### src/rtl/pipe_pkg.sv
// pipe_pkg: shared control-word layout for the pipeline stages
package pipe_pkg;
   localparam int CTRL_W        = 8;
   localparam int CTRL_REGWRITE = 7;
   localparam int CTRL_MEMTOREG = 6;
   localparam int CTRL_MEMREAD  = 5;
   localparam int CTRL_MEMWRITE = 4;
   localparam int CTRL_ALUSRC   = 3;
   localparam int CTRL_ALUOP_HI = 2;
   localparam int CTRL_ALUOP_LO = 1;
   localparam int CTRL_REGDST   = 0;
endpackage

### src/rtl/id_ex_stage_hazard_detect.sv
// hazard_detect: load-use hazard between the EX-stage load and the ID-stage instruction
// ports: ex_memread/ex_rt/ex_valid (registered EX side), id_rs/id_rt/id_uses_rt (ID side), hazard (out)
module hazard_detect #(
   parameter int REG_ADDR_W = 5
) (
   input  logic                  ex_memread,
   input  logic [REG_ADDR_W-1:0] ex_rt,
   input  logic                  ex_valid,
   input  logic [REG_ADDR_W-1:0] id_rs,
   input  logic [REG_ADDR_W-1:0] id_rt,
   input  logic                  id_uses_rt,
   output logic                  hazard
);
   // $zero never carries a dependency, so a load into r0 cannot stall
   assign hazard = ex_valid & ex_memread & (ex_rt != '0) &
                   ((ex_rt == id_rs) | (id_uses_rt & (ex_rt == id_rt)));
endmodule

### src/rtl/id_ex_stage.sv
// id_ex_stage: ID/EX pipeline register with load-use stall, flush bubble and saturating stall counter
// ports: clk_i, rst_i (sync, active-high); Control_i/PC_i/RSdata_i/RTdata_i/SignExt_i/RSaddr_i/RTaddr_i/RDaddr_i
//        from decode; Flush_i squashes the ID instruction; Stall_o holds PC and IF/ID (combinational);
//        *_o registered copies, Valid_o marks a real EX instruction, StallCnt_o counts stall cycles
module id_ex_stage
   import pipe_pkg::*;
#(
   parameter int DATA_W     = 32,
   parameter int REG_ADDR_W = 5,
   parameter int CNT_W      = 16
) (
   input  logic                  clk_i,
   input  logic                  rst_i,
   input  logic [CTRL_W-1:0]     Control_i,
   input  logic [DATA_W-1:0]     PC_i,
   input  logic [DATA_W-1:0]     RSdata_i,
   input  logic [DATA_W-1:0]     RTdata_i,
   input  logic [DATA_W-1:0]     SignExt_i,
   input  logic [REG_ADDR_W-1:0] RSaddr_i,
   input  logic [REG_ADDR_W-1:0] RTaddr_i,
   input  logic [REG_ADDR_W-1:0] RDaddr_i,
   input  logic                  Flush_i,
   output logic                  Stall_o,
   output logic [CTRL_W-1:0]     Control_o,
   output logic [DATA_W-1:0]     PC_o,
   output logic [DATA_W-1:0]     RSdata_o,
   output logic [DATA_W-1:0]     RTdata_o,
   output logic [DATA_W-1:0]     SignExt_o,
   output logic [REG_ADDR_W-1:0] RSaddr_o,
   output logic [REG_ADDR_W-1:0] RTaddr_o,
   output logic [REG_ADDR_W-1:0] RDaddr_o,
   output logic                  Valid_o,
   output logic [CNT_W-1:0]      StallCnt_o
);
   logic uses_rt, hazard, bubble;
   // rt is a source when the ALU takes it (ALUSrc=0) or when a store writes it to memory
   assign uses_rt = ~Control_i[CTRL_ALUSRC] | Control_i[CTRL_MEMWRITE];
   hazard_detect #(.REG_ADDR_W(REG_ADDR_W)) u_hazard (
      .ex_memread (Control_o[CTRL_MEMREAD]),
      .ex_rt      (RTaddr_o),
      .ex_valid   (Valid_o),
      .id_rs      (RSaddr_i),
      .id_rt      (RTaddr_i),
      .id_uses_rt (uses_rt),
      .hazard     (hazard)
   );
   // a squashed instruction never needs to wait, so flush suppresses the stall
   assign Stall_o = hazard & ~Flush_i;
   assign bubble  = Flush_i | hazard;
   always_ff @(posedge clk_i) begin
      if (rst_i) begin
         Control_o  <= '0;
         PC_o       <= '0;
         RSdata_o   <= '0;
         RTdata_o   <= '0;
         SignExt_o  <= '0;
         RSaddr_o   <= '0;
         RTaddr_o   <= '0;
         RDaddr_o   <= '0;
         Valid_o    <= 1'b0;
         StallCnt_o <= '0;
      end else begin
         Control_o  <= bubble ? '0 : Control_i;
         Valid_o    <= ~bubble;
         PC_o       <= PC_i;
         RSdata_o   <= RSdata_i;
         RTdata_o   <= RTdata_i;
         SignExt_o  <= SignExt_i;
         RSaddr_o   <= RSaddr_i;
         RTaddr_o   <= RTaddr_i;
         RDaddr_o   <= RDaddr_i;
         StallCnt_o <= (Stall_o && !(&StallCnt_o)) ? StallCnt_o + 1'b1 : StallCnt_o;
      end
   end
endmodule
### config.mk
export PLATFORM = sky130hd
export DESIGN_NAME = id_ex_stage
export DESIGN_NICKNAME = d
export VERILOG_FILES = /design/src/rtl/pipe_pkg.sv /design/src/rtl/id_ex_stage_hazard_detect.sv /design/src/rtl/id_ex_stage.sv
export SDC_FILE = /design/constraint.sdc
export NUM_CORES = 1
export LEC_CHECK = 0
export ABC_AREA = 1
export CAP_MARGIN = 20
export CORE_MARGIN = 3
export CORE_UTILIZATION = 31
export DETAILED_ROUTE_END_ITERATION = 8
export PLACE_DENSITY_LB_ADDON = 0.25
export REMOVE_ABC_BUFFERS = 1
export SLEW_MARGIN = 5
export SYNTH_ARGS = -nofsm -noshare
export SYNTH_HDL_FRONTEND = slang
export SYNTH_HIERARCHICAL = 1
export SYNTH_SLANG_ARGS = --single-unit
### constraint.sdc
create_clock -name clk_i -period 1.5 [get_ports clk_i]
set_input_delay 0.3 -clock clk_i [delete_from_list [all_inputs] [get_ports clk_i]]
set_output_delay 0.3 -clock clk_i [all_outputs]
set_load 0.005 [all_outputs]
Yosys cells after proc, flatten, opt, wreduce, memory -nomap -nowiden

Cells that the tools add are included.

Bits in registers: 168
Output and inout port bits: 169
Logic and storage cells: 29
Input bits: 154

Reductions and logical operators: 5
Bitwise operators: 11
Add/sub/neg operators: 1
Equality and inequality tests: 2

Operators by type and width:

| cell                    | number |
|---|---|
| $add A16 B1 Y16 const B | 1 |
| $reduce_and A16 Y1      | 1 |
| $eq A5 B5 Y1            | 2 |
| $and A1 B1 Y1           | 5 |
| $reduce_bool A5 Y1      | 1 |
| $not A1 Y1              | 3 |
| $or A1 B1 Y1            | 3 |
| $reduce_or A2 Y1        | 1 |
| $logic_and A1 B1 Y1     | 1 |
| $logic_not A1 Y1        | 1 |

Depth between registers and ports, before layout

Gate-level depths: netlist of the first run.

Depth in word-level cells: 7
Depth in mapped cells: 13
Mapped depth without buffers: 13

Modules after synthesis

The synthesis of the first run kept the hierarchy.

Modules (own cells, without submodules):

| module        | cells each | seq. area each (um2) | area each (um2) | instances |
|---|---|---|---|---|
| id_ex_stage   | 616        | 3363.2               | 5216.3          | 1 |
| hazard_detect | 52         | 0.0                  | 210.2           | 1 |

Worst setup path before layout of the first run

Ideal clock, no wire load.

Path kind: register to register
Start point: register RTaddr_o[3]
End point: register StallCnt_o[6]
Path buffers: 0
Data required time: 1.385 ns
Clock period less this slack: 1.688 ns
Library setup time: 0.115 ns
Setup slack: -0.188 ns
Data arrival time: 1.573 ns
Stages on the path, launching flop included: 14
Cell sequence: dfxtp_1 -> inv_2 -> nand2_2 -> nand2_1 -> nor2_1 -> nand3_1 -> a21oi_1 -> nand2_2 -> inv_2 -> nand2_1 -> nor3_1 -> nand3_1 -> nand2_1 -> nor2_1

Word-level cells in the longest chain between the ends: 6
Elaborated cells on any way between the ends: 9
Those cells by class: eq/ne (2); bitwise (5); reduce/logical (2)

RTL lines:

| what                     | RTL line                        | text |
|---|---|---|
| start: declaration       | id_ex_stage.sv:30               | `output logic [REG_ADDR_W-1:0] RTaddr_o,` |
| start signal: assignment | id_ex_stage.sv:70               | `RTaddr_o <= RTaddr_i;` |
| $eq A5 B5 Y1             | id_ex_stage_hazard_detect.sv:16 | `((ex_rt == id_rs) \| (id_uses_rt & (ex_rt == id_rt)));` |
| $and A1 B1 Y1            | id_ex_stage_hazard_detect.sv:16 |  |
| $or A1 B1 Y1             | id_ex_stage_hazard_detect.sv:16 |  |
| $and A1 B1 Y1 *          | id_ex_stage_hazard_detect.sv:15 | `assign hazard = ex_valid & ex_memread & (ex_rt != '0) &` |
| net hazard               | id_ex_stage.sv:35               | `logic uses_rt, hazard, bubble;` |
| $and A1 B1 Y1 *          | id_ex_stage.sv:48               | `assign Stall_o = hazard & ~Flush_i;` |
| net Stall_o              | id_ex_stage.sv:23               | `output logic Stall_o,` |
| $logic_and A1 B1 Y1 *    | id_ex_stage.sv:72               | `StallCnt_o <= (Stall_o && !(&StallCnt_o)) ? StallCnt_o + 1'b1 : StallCnt_o;` |
| end signal: assignment   | id_ex_stage.sv:72               |  |
| end: declaration         | id_ex_stage.sv:33               | `output logic [CNT_W-1:0] StallCnt_o` |

The timed path passes the listed nets; every way through them passes the cells marked *.
A chain may end at the register's enable or synchronous reset.

Worst setup path after layout of the first run

Start point: input RTaddr_i[4]
End point: output Stall_o

Word-level cells in the longest chain between the ends: 5

RTL lines:

| what               | RTL line                        | text |
|---|---|---|
| start: declaration | id_ex_stage.sv:20               | `input logic [REG_ADDR_W-1:0] RTaddr_i,` |
| $eq A5 B5 Y1       | id_ex_stage_hazard_detect.sv:16 |  |
| $and A1 B1 Y1      | id_ex_stage_hazard_detect.sv:16 |  |
| $or A1 B1 Y1       | id_ex_stage_hazard_detect.sv:16 |  |
| $and A1 B1 Y1      | id_ex_stage_hazard_detect.sv:15 |  |
| net hazard         | id_ex_stage.sv:35               |  |
| $and A1 B1 Y1      | id_ex_stage.sv:48               |  |
| end: declaration   | id_ex_stage.sv:23               |  |

The timed path passes the listed nets, and every way through them passes these cells.

==> key figures, run 1 <==
Power and ir drop
  – Sequential fraction of design power: 0.452
  – Peak supply drop: about 0.73 mV
  – Switching power as a share of total power: 0.219
  – Switch Pwr: between 0.002 and 0.0025 W
  – Internal power contribution: between 0.008 and 0.009 W
  – Final Total Pwr: 0.0104 W
  – Static Leakage: 5.23 nW
  – Clock group share of total power: 0.445
  – Power per cell area: 1080 nW/um^2
  – Part of the total power dissipated in combinational logic: 0.103

Logic synthesis
  – Syn_area_per_cell: 8.12 um^2
  – Leading post-synthesis cells by instance count: 193 x nor2_1, 174 x inv_1, 168 x dfxtp_1
  – Ys Warns: 6
  – Biggest area consumer among synthesized cells: dfxtp_1
  – Portion of synthesized cell area occupied by the leading cell type: 0.620
  – Total standard cell area after synthesis: ~5400 um^2
  – Cells taking the most area after synthesis: dfxtp_1 62%, nor2_1 13%, inv_1 12%
  – Number of standard cells after synthesis: around 670
  – Most numerous cell in the Yosys netlist: nor2_1
  – Top flip-flop cell by instance count after synthesis: dfxtp_1
  – Asr flop ratio synth: 0
  – Sequential share of the synthesized area: 0.620
  – Count of flip-flops with a built-in enable after synthesis: 0
  – Count of cell types in the netlist: 25
  – FF+latch count, synth: 168

Detailed routing
  – Number of iterations in the first detailed-routing pass: 4
  – Final ANT Viol Nets: 0
  – # DRC: 0
  – Total wirelength of the detailed-routed design: about 16 mm
  – Starting DRT DRC Count: about 130
  – Via density per instance: approximately 4
  – Routed vias: around 5000
  – DR WL/cell: between 10 and 15 um

Place
  – Placer's final routability congestion estimate: approximately 0.84
  – Port-buffer cells: between 300 and 400
  – Setup slack after placement: -889 ps
  – Cell area reported after detailed placement: ~9000 um^2
  – Detailed placer's ending HPWL: approximately 13 mm

Floorplan
  – Die Y: 138 um
  – Starting utilization of the core area: 0.322
  – DIE WIDTH: between 100 and 150 um
  – Area of the core region: about 17000 um^2
  – Top Ports: between 300 and 400
  – Rows: 47
  – Die area: roughly 19000 um^2

Clocking
  – Clock sinks: 168
  – Cell chosen for the clock root: clkbuf_16
  – Clock-pin slew on the worst setup and hold paths: approximately 70 ps
  – H-tree levels: 4
  – Clk buf depth: 2
  – Inserted Clock Buffers: 17
  – CTS tree: done
  – Clock network latency to the later pin of the worst-skew pair: around 420 ps

Setup path
  – Worst setup path category: in2out
  – Count of cells along the worst register-to-register path: 12
  – Required @ worst endpoint: around 1200 ps
  – Startpoint Class: input pin
  – Data arrival time of the worst path: roughly 1600 ps
  – Crit end category: output pin
  – Critical Path Sink: Stall_o
  – R2r endpoint: StallCnt_o[6]
  – Origin of the worst setup path: RTaddr_i[4]
  – Reg2Reg Setup Slack: -300 ps
  – Launch point of the worst reg-to-reg path: RTaddr_o[2]
  – Maximum fanout encountered on the critical timing path: 3

STA
  – WHS: about 140 ps
  – Final Setup Violations: 17
  – Post-layout worst setup margin: -406 ps
  – Worst max-slew margin expressed relative to the limit: 0.672
  – Final critical-path share of the clock period: 1.27
  – Fmax: around 520 MHz
  – Pins over their slew limit: 0
  – Number of endpoints with negative hold slack in the final report: 0
  – Post-Route Skew: about 15 ps
  – Slew at the pin closest to its max-slew limit: between 400 and 500 ps
  – Post-route minimum period: between 1500 and 2000 ps
  – RSZ-0062 raised after global routing: true

Status
  – Violated checks: negative setup slack
  – Outcome: complete, but fails checks

Final layout
  – Fin area: a little under 10000 um^2
  – Register Area: between 3000 and 4000 um^2
  – Number of fillers in the final layout: roughly 1600
  – Number of nets in the finished design: roughly 1200
  – Share of layout cells above drive strength 1: 0.124
  – Multi-input combinational cell area: ~1400 um^2
  – Final design utilization: 0.573
  – ANT cells: 0
  – Area growth syn-to-layout: 78.2%

Global route
  – Antenna violations before repair: 0
  – Global-route total usage across every layer: 0.171
  – Pin count of the biggest net entering global routing: 74
  – Total overflow reported by the global router: 0
  – Via count of the first global-routing pass: about 5000
  – Wire length of the first global-routing pass: around 26 mm

Worst hold path
  – Hold path depth: 2
  – Type of the worst min-delay path: in2reg

Job
  – MaxCap Viol Count: 0
==> sequential cells by signal (all words and copies together) (netlist names) <==
signal / cells
RSaddr_o: 5
RTdata_o: 32
RDaddr_o: 5
Valid_o: 1
Control_o: 8
PC_o: 32
RTaddr_o: 5
SignExt_o: 32
RSdata_o: 32
StallCnt_o: 16
==> metal layers <==
layer  up-vias  part of all wire  track usage
li1       2587                 -            -
met1      2170              0.38        0.174
met3        21             0.099       0.0829
met4         0             0.021       0.0567
met2       202              0.50        0.309
met5         -                 0            0
==> cells in the final DEF, fill, tap and decap left out, types with 4 or more instances in the layout <==
| cell type | synthesis | routed |
|---|---|---|
| a21oi_1 | 10 | 9 |
| buf_4 | 1 | 25 |
| bufinv_16 | 0 | 4 |
| clkbuf_16 | 0 | 17 |
| clkdlybuf4s50_1 | 0 | 150 |
| dfxtp_1 | 168 | 145 |
| dfxtp_2 | 0 | 13 |
| dfxtp_4 | 0 | 10 |
| dlygate4sd2_1 | 0 | 165 |
| inv_1 | 174 | 171 |
| inv_2 | 3 | 6 |
| nand2_1 | 61 | 56 |
| nand2_2 | 4 | 9 |
| nand3_1 | 15 | 15 |
| nor2_1 | 193 | 183 |
| nor2_2 | 1 | 6 |
| nor2_4 | 5 | 10 |
==> cells by family (layout without fill, tap and decap cells) <==
group | count (synthesis) | count (layout) | synth area share
simple gates | 289 | 289 | 0.225
buf+inv | 194 | 559 | 0.135
fa+ha+maj | 1 | 1 | 0.00231
flops | 168 | 168 | 0.620
xor+xnor | 2 | 2 | 0.00323
compound gates | 14 | 14 | 0.0152
==> cell type report <==
cell class / count / area share
clock buffer: 18 / 0.0444
clock inverter: 14 / 0.0202
inverter: 177 / 0.0687
multi-input combinational: 306 / 0.147
sequential: 168 / 0.353
tap: 220 / 0.0285
timing repair buffer: 350 / 0.338
==> how the worst min path moves through the flow <==
stage / start / end / slack [ps]
after floorplan: rst_i / StallCnt_o[11] / 370
after global placement: StallCnt_o[0] / StallCnt_o[0] / 520
after detailed placement: StallCnt_o[15] / StallCnt_o[15] / 540
after CTS: rst_i / Valid_o / 140
after global routing: rst_i / Valid_o / 130
final: rst_i / Valid_o / 140
==> per-stage QoR <==
step	instances	setup TNS, ps
4_1_cts	1254	-4900
3_3_place_gp	1211	-16290
5_1_grt	1253	-6600
2_1_floorplan	651	-951
3_5_place_dp	1211	-16670
6_report	1253	-3520
==> power by group through the flow <==
stage | registers [W] | clock network [W] | logic, W
2_1_floorplan | 0.00487 | 0 | 0.000202
3_3_place_gp | 0.00483 | 0 | 0.00121
3_5_place_dp | 0.00484 | 0 | 0.00122
4_1_cts | 0.00471 | 0.00476 | 0.00109
5_1_grt | 0.00473 | 0.00496 | 0.00118
6_report | 0.00471 | 0.00463 | 0.00107
==> critical path, stage by stage <==
cell and delay (ps):
clkdlybuf4s50_1 510, inv_1 50, nand2_1 50, nand2_1 60
nor2_2 100, nand3_1 90, a21oi_2 190, nand2_2 100
inv_2 70, buf_6 90
==> what timing repair did <==
| item | 4_1_cts | 5_1_grt |
|---|---|---|
| gates resized for setup | 226 | 20 |
| endpoints found under the hold margin | 0 | 0 |
| setup buffers | 11 | 1 |
| endpoints found under the setup margin | 193 | 26 |
| hold buffers | 0 | 0 |
| gates cloned | 0 | 0 |
| pin swaps | 12 | 10 |
No activity file was read; power rests on OpenSTA's default activity.
==> run 2, diff against run 1 <==
--- a/config.mk
+++ b/config.mk
@@ -9,6 +9,7 @@
 export CAP_MARGIN = 20
 export CORE_MARGIN = 3
 export CORE_UTILIZATION = 31
+export CTS_CLUSTER_SIZE = 40
 export DETAILED_ROUTE_END_ITERATION = 8
 export PLACE_DENSITY_LB_ADDON = 0.25
 export REMOVE_ABC_BUFFERS = 1
==> results of run 2 <==
The final DEF is identical to that of run 1; final timing and power are the same.
==> RTL edit 1 (flow settings as in run 2) <==
`RSdata_o` no longer has a reset.
--- a/src/rtl/id_ex_stage.sv
+++ b/src/rtl/id_ex_stage.sv
@@ -53,3 +53,2 @@
          PC_o       <= '0;
-         RSdata_o   <= '0;
          RTdata_o   <= '0;
@@ -65,3 +64,2 @@
          PC_o       <= PC_i;
-         RSdata_o   <= RSdata_i;
          RTdata_o   <= RTdata_i;
@@ -74,2 +72,6 @@
    end
+
+   always_ff @(posedge clk_i) begin
+      RSdata_o <= RSdata_i;
+   end
 endmodule
Check against the original RTL: not equivalent (a bounded check fails within 4 cycles, from zero or initial values and one cycle with rst_i high).
==> RTL edit 1 against run 2 <==
Area after synthesis is 5.1% lower. First-iteration DRC count shrank 6.8%. Power up 2.2%. Wire length is 0.47% lower. The run still ends with negative setup slack left. Non-clock buffer count up 6. Sequential cell count unchanged. Largest power group is now clock. Design area down 1.2%. Clock skew shrank 5.2 ps. Synthesized cell count down 8.7%. Setup slack better by 41 ps. Largest cell class unchanged.
==> RTL edit 1: results (changes against run 2) <==
outcome:
  outcome: "finished with violations"  # unchanged
  violations: "negative setup slack"  # unchanged
cells_and_area:
  fillCellCount: 1471  # was 1584
  layout-drive-gt1-share_pct: 14.45  # was 12.39%
  final_nets: 1125  # was 1175
yosys:
  synth_mux_area_share_pct: 0  # unchanged
  synth_cell_types: 18  # was 25
  synth_xor_xnor_area_share_pct: 0.1702  # was 0.3228%
  synth.area.top_cells: "sky130_fd_sc_hd__dfxtp_1, sky130_fd_sc_hd__nor2_1, sky130_fd_sc_hd__inv_1"  # unchanged
  sequential_cell_area_fraction_in_the_yosys_report_pct: 65.34  # was 61.98%
  synth-adder-area-share_pct: 0.2431  # was 0.2306%
  synth.cells.most_frequent: "sky130_fd_sc_hd__dfxtp_1, sky130_fd_sc_hd__nor2_1, sky130_fd_sc_hd__inv_1"  # was sky130_fd_sc_hd__nor2_1, sky130_fd_sc_hd__inv_1, sky130_fd_sc_hd__dfxtp_1
  synth_compound_area_share_pct: 1.458  # was 1.522%
place:
  place_area_um2: 8753  # was 9027 um2
  dpl.hpwl_um: 12590  # was 12680 um
  gpl.final_weighted_congestion: 0.8220  # was 0.8438
global_route:
  grt_usage_pct: 17.17  # was 17.13%
  first_global_vias: 4529  # was 4985
  grt_start_max_net_pins: 71  # was 74
  number_of_antenna_violations_at_the_first_check_in_global_routing: 1  # was 0
sta:
  finalWorstSetupSlack_ps: -364.6  # was -405.8 ps
  setup-tns-final_ps: -3186  # was -3522 ps
  skew_ps: 9.421  # was 14.63 ps
  fin_hold_ws_ps: 138.7  # was 141.7 ps
  count_of_final_setup_violators: 26  # was 17
worst_setup_path:
  r2r_setup_slack_ps: -300  # about the same
  worst_endpoint_data_arrival_time_ps: 1560  # was 1610 ps
  regToRegEndpoint: "StallCnt_o[11]$_SDFFE_PP0P_"  # was StallCnt_o[6]$_SDFFE_PP0P_
  ff2ff_path_depth: 14  # was 12
  timing.rr.start: "RTaddr_o[3]$_SDFF_PP0_"  # was RTaddr_o[2]$_SDFF_PP0_
drt:
  drt-vias-per-instance: 3.920  # was 3.974
  dr.max_layer_used: "met4"  # unchanged
  wirelength_met1_um: 5611  # was 6155 um
  wl_met2_um: 8732  # was 8238 um
  met3_length_um: 1614  # was 1626 um
  postRouteWirelength_um: 16280  # was 16360 um
power_and_ir_drop:
  powerSeq_mw: 4.72  # was 4.71 mW
  leakage_nw: 4.997  # was 5.226 nW
  max-vdd-ir-drop_uv: 752.2  # was 733.8 uV
  internal-power_mw: 8.329  # was 8.133 mW
  top_power_group: "clock"  # was sequential cells
min_path:
  min_path_cells: 3  # was 2
  worstHoldStart: "RTaddr_i[0]"  # was rst_i
  whs_endpoint: "RTaddr_o[0]$_SDFF_PP0_"  # was Valid_o$_SDFF_PP0_
clocking:
  post_cts_resized: 241  # was 226
  post_cts_setup_repair_buffer_count: 9  # was 11
RTL edit 1: cell types whose count changed in the layout (fill, tap and decap cells not counted), moves of 5 or more:
| cell | before | now |
|---|---|---|
| sky130_fd_sc_hd__a21oi_1 | 9 | 14 |
| sky130_fd_sc_hd__buf_4 | 25 | 31 |
| sky130_fd_sc_hd__nor2_1 | 183 | 147 |
| sky130_fd_sc_hd__clkdlybuf4s50_1 | 150 | 144 |
| sky130_fd_sc_hd__inv_1 | 171 | 141 |
RTL edit 1: stage by stage:
step / instances / worst slack, ps
3_3_place_gp: 1155 / -886.7
6_report: 1200 / -364.6
4_1_cts: 1196 / -430.8
2_1_floorplan: 595 / -169.3
5_1_grt: 1200 / -477.0
3_5_place_dp: 1155 / -895.5
RTL edit 1: cell families (layout without fill, tap and decap cells):
logic type / count (synthesis) / after routing
other: 0 / 1
and+or+nand+nor: 260 / 260
adders and majority gates: 1 / 1
DFF: 168 / 168
xor gates and xnor gates: 1 / 1
AOI/OAI and AO/OA: 15 / 15
buffers and inverters: 165 / 538
RTL edit 1: final cells by class:
class / instances / share of cell area [%]
diodes: 1 / 0.02619
clock buffers: 17 / 4.452
clock inverters: 15 / 2.488
inverters: 150 / 5.892
multi-input cells: 277 / 13.91
flip-flops and latches: 168 / 35.71
well taps: 216 / 2.828
repair buffers: 356 / 34.70
RTL edit 1: metal layers:
| metal | GRT usage, % | vias to the layer above |
|---|---|---|
| met2 | 31.55 | 169 |
| met3 | 8.308 | 21 |
| met4 | 6.222 | 0 |
| met5 | 0 | - |
| li1 | - | 2459 |
| met1 | 16.59 | 2055 |
RTL edit 1: worst min-delay path: cells and delay by family:
family | cells | cell delay [ps]
buffers and inverters | 2 | 180
and+or+nand+nor | 1 | 30
==> RTL edit 2 (settings of run 2) <==
Without the edit above. Change the package constant `CTRL_W` from 8 to 7.
--- a/src/rtl/pipe_pkg.sv
+++ b/src/rtl/pipe_pkg.sv
@@ -2,3 +2,3 @@
 package pipe_pkg;
-   localparam int CTRL_W        = 8;
+   localparam int CTRL_W        = 7;
    localparam int CTRL_REGWRITE = 7;
Ports: changed (resized Control_i and Control_o); port bits go from 323 to 321. The function was not compared with the original's and may differ.
==> RTL edit 2 against run 2 <==
The flow still finishes with violations (negative setup slack). Power increased by 0.60%. Sequential cell count is 1 lower. Maximum frequency decreased by 0.96%. Largest power group is now clock. Area after synthesis grew 0.53%. Design area is 0.16% higher. Setup slack worse by 18 ps. Critical path type unchanged. Wire length about the same.
==> RTL edit 2: results (changes against run 2) <==
global_route:
  grtUsageMet2_pct: 30.06  # was 30.86%
  gr-usage-met3_pct: 8.517  # was 8.287%
  global_route_wire_length_before_repair_um: 25370  # was 26080 um
  first_global_vias: 4806  # was 4985
  grt_start_max_net_pins: 77  # was 74
  grt_usage_pct: 16.60  # was 17.13%
  groute.layer.met1.usage_pct: 16.48  # was 17.36%
yosys:
  sequential_cell_area_fraction_in_the_yosys_report_pct: 61.28  # was 61.98%
  synth_cell_types: 23  # was 25
  synth.area.top_cells: "sky130_fd_sc_hd__dfxtp_1, sky130_fd_sc_hd__nor2_1, sky130_fd_sc_hd__inv_1"  # unchanged
  synth.cells.most_frequent: "sky130_fd_sc_hd__nor2_1, sky130_fd_sc_hd__inv_1, sky130_fd_sc_hd__dfxtp_1"  # unchanged
sta:
  timing.slew.headroom_pct: 66.20  # was 67.17%
  count_of_final_setup_violators: 24  # was 17
  skew_ps: 7.082  # was 14.63 ps
  finalWorstSetupSlack_ps: -424.3  # was -405.8 ps
outcome:
  violations: "negative setup slack"  # unchanged
  outcome: "finished with violations"  # unchanged
place:
  dpl.hpwl_um: 12380  # was 12680 um
  pre_cts_slack_ps: -861.9  # was -889.1 ps
  io_buffers: 320  # was 322
  place_area_um2: 8979  # was 9027 um2
  gpl.final_weighted_congestion: 0.8318  # was 0.8438
power_and_ir_drop:
  reported_net_switching_power_mw: 2.350  # was 2.285 mW
  internal-power_mw: 8.130  # was 8.133 mW
  leakage_nw: 5.299  # was 5.226 nW
drt:
  drt_iter0_markers: 175  # was 132
  met3_length_um: 1738  # was 1626 um
  wirelength_met1_um: 5961  # was 6155 um
  wl_met2_um: 8420  # was 8238 um
  route.vias.total: 4979  # was 4980
  postRouteWirelength_um: 16370  # was 16360 um
cells_and_area:
  fillCellCount: 1545  # was 1584
  layout-drive-gt1-share_pct: 12.52  # was 12.39%
[RTL edit 2: final cells by class]
| class | count | share of cell area, % |
|---|---|---|
| Timing Repair Buffer | 345 | 33.29 |
| Tap cell | 220 | 2.842 |
| Inverter | 176 | 6.847 |
| Clock inverter | 15 | 2.196 |
| Sequential cell | 167 | 35.01 |
| Multi-Input combinational cell | 310 | 15.42 |
| Clock buffer | 17 | 4.392 |
[RTL edit 2: cells by family (layout without fill, tap and decap cells)]
kind of cell	after synthesis	in the layout	share of synthesized area [%]
compound gates	12	12	1.101
buf+inv	194	553	13.62
flops	167	167	61.28
fa+ha+maj	1	1	0.2293
simple gates	296	296	23.60
xor+xnor	1	1	0.1606
[RTL edit 2: through the flow]
stage / setup TNS, ps / hold slack, ps / util [%] / std cells
finish: -5120 / 155.7 / 57.39 / 1250
global route: -8019 / 150.5 / 57.39 / 1250
CTS: -6843 / 142.6 / 57.13 / 1252
detailed placement: -14820 / 521.8 / 53.20 / 1207
global placement: -13550 / 514.9 / 53.20 / 1207
floorplan: -1473 / 369.1 / - / 653
[RTL edit 2: what timing repair did]
action | in CTS | in global routing
buffers inserted | 13 | 0
resized for setup | 234 | 20
endpoints found under the setup margin | 191 | 24
pin swaps | 22 | 14
[RTL edit 2: final timing paths]
path              slack (ps)                           to                       start  cells after the start
setup / recovery        -420                      Stall_o                 RSaddr_i[1]                     11
hold / removal           160       RTaddr_o[2]$_SDFF_PP0_                 RTaddr_i[2]                      3
setup reg to reg        -330  StallCnt_o[13]$_SDFFE_PP0P_      RTaddr_o[1]$_SDFF_PP0_                     15
hold reg to reg          510   StallCnt_o[1]$_SDFFE_PP0P_  StallCnt_o[1]$_SDFFE_PP0P_                      2
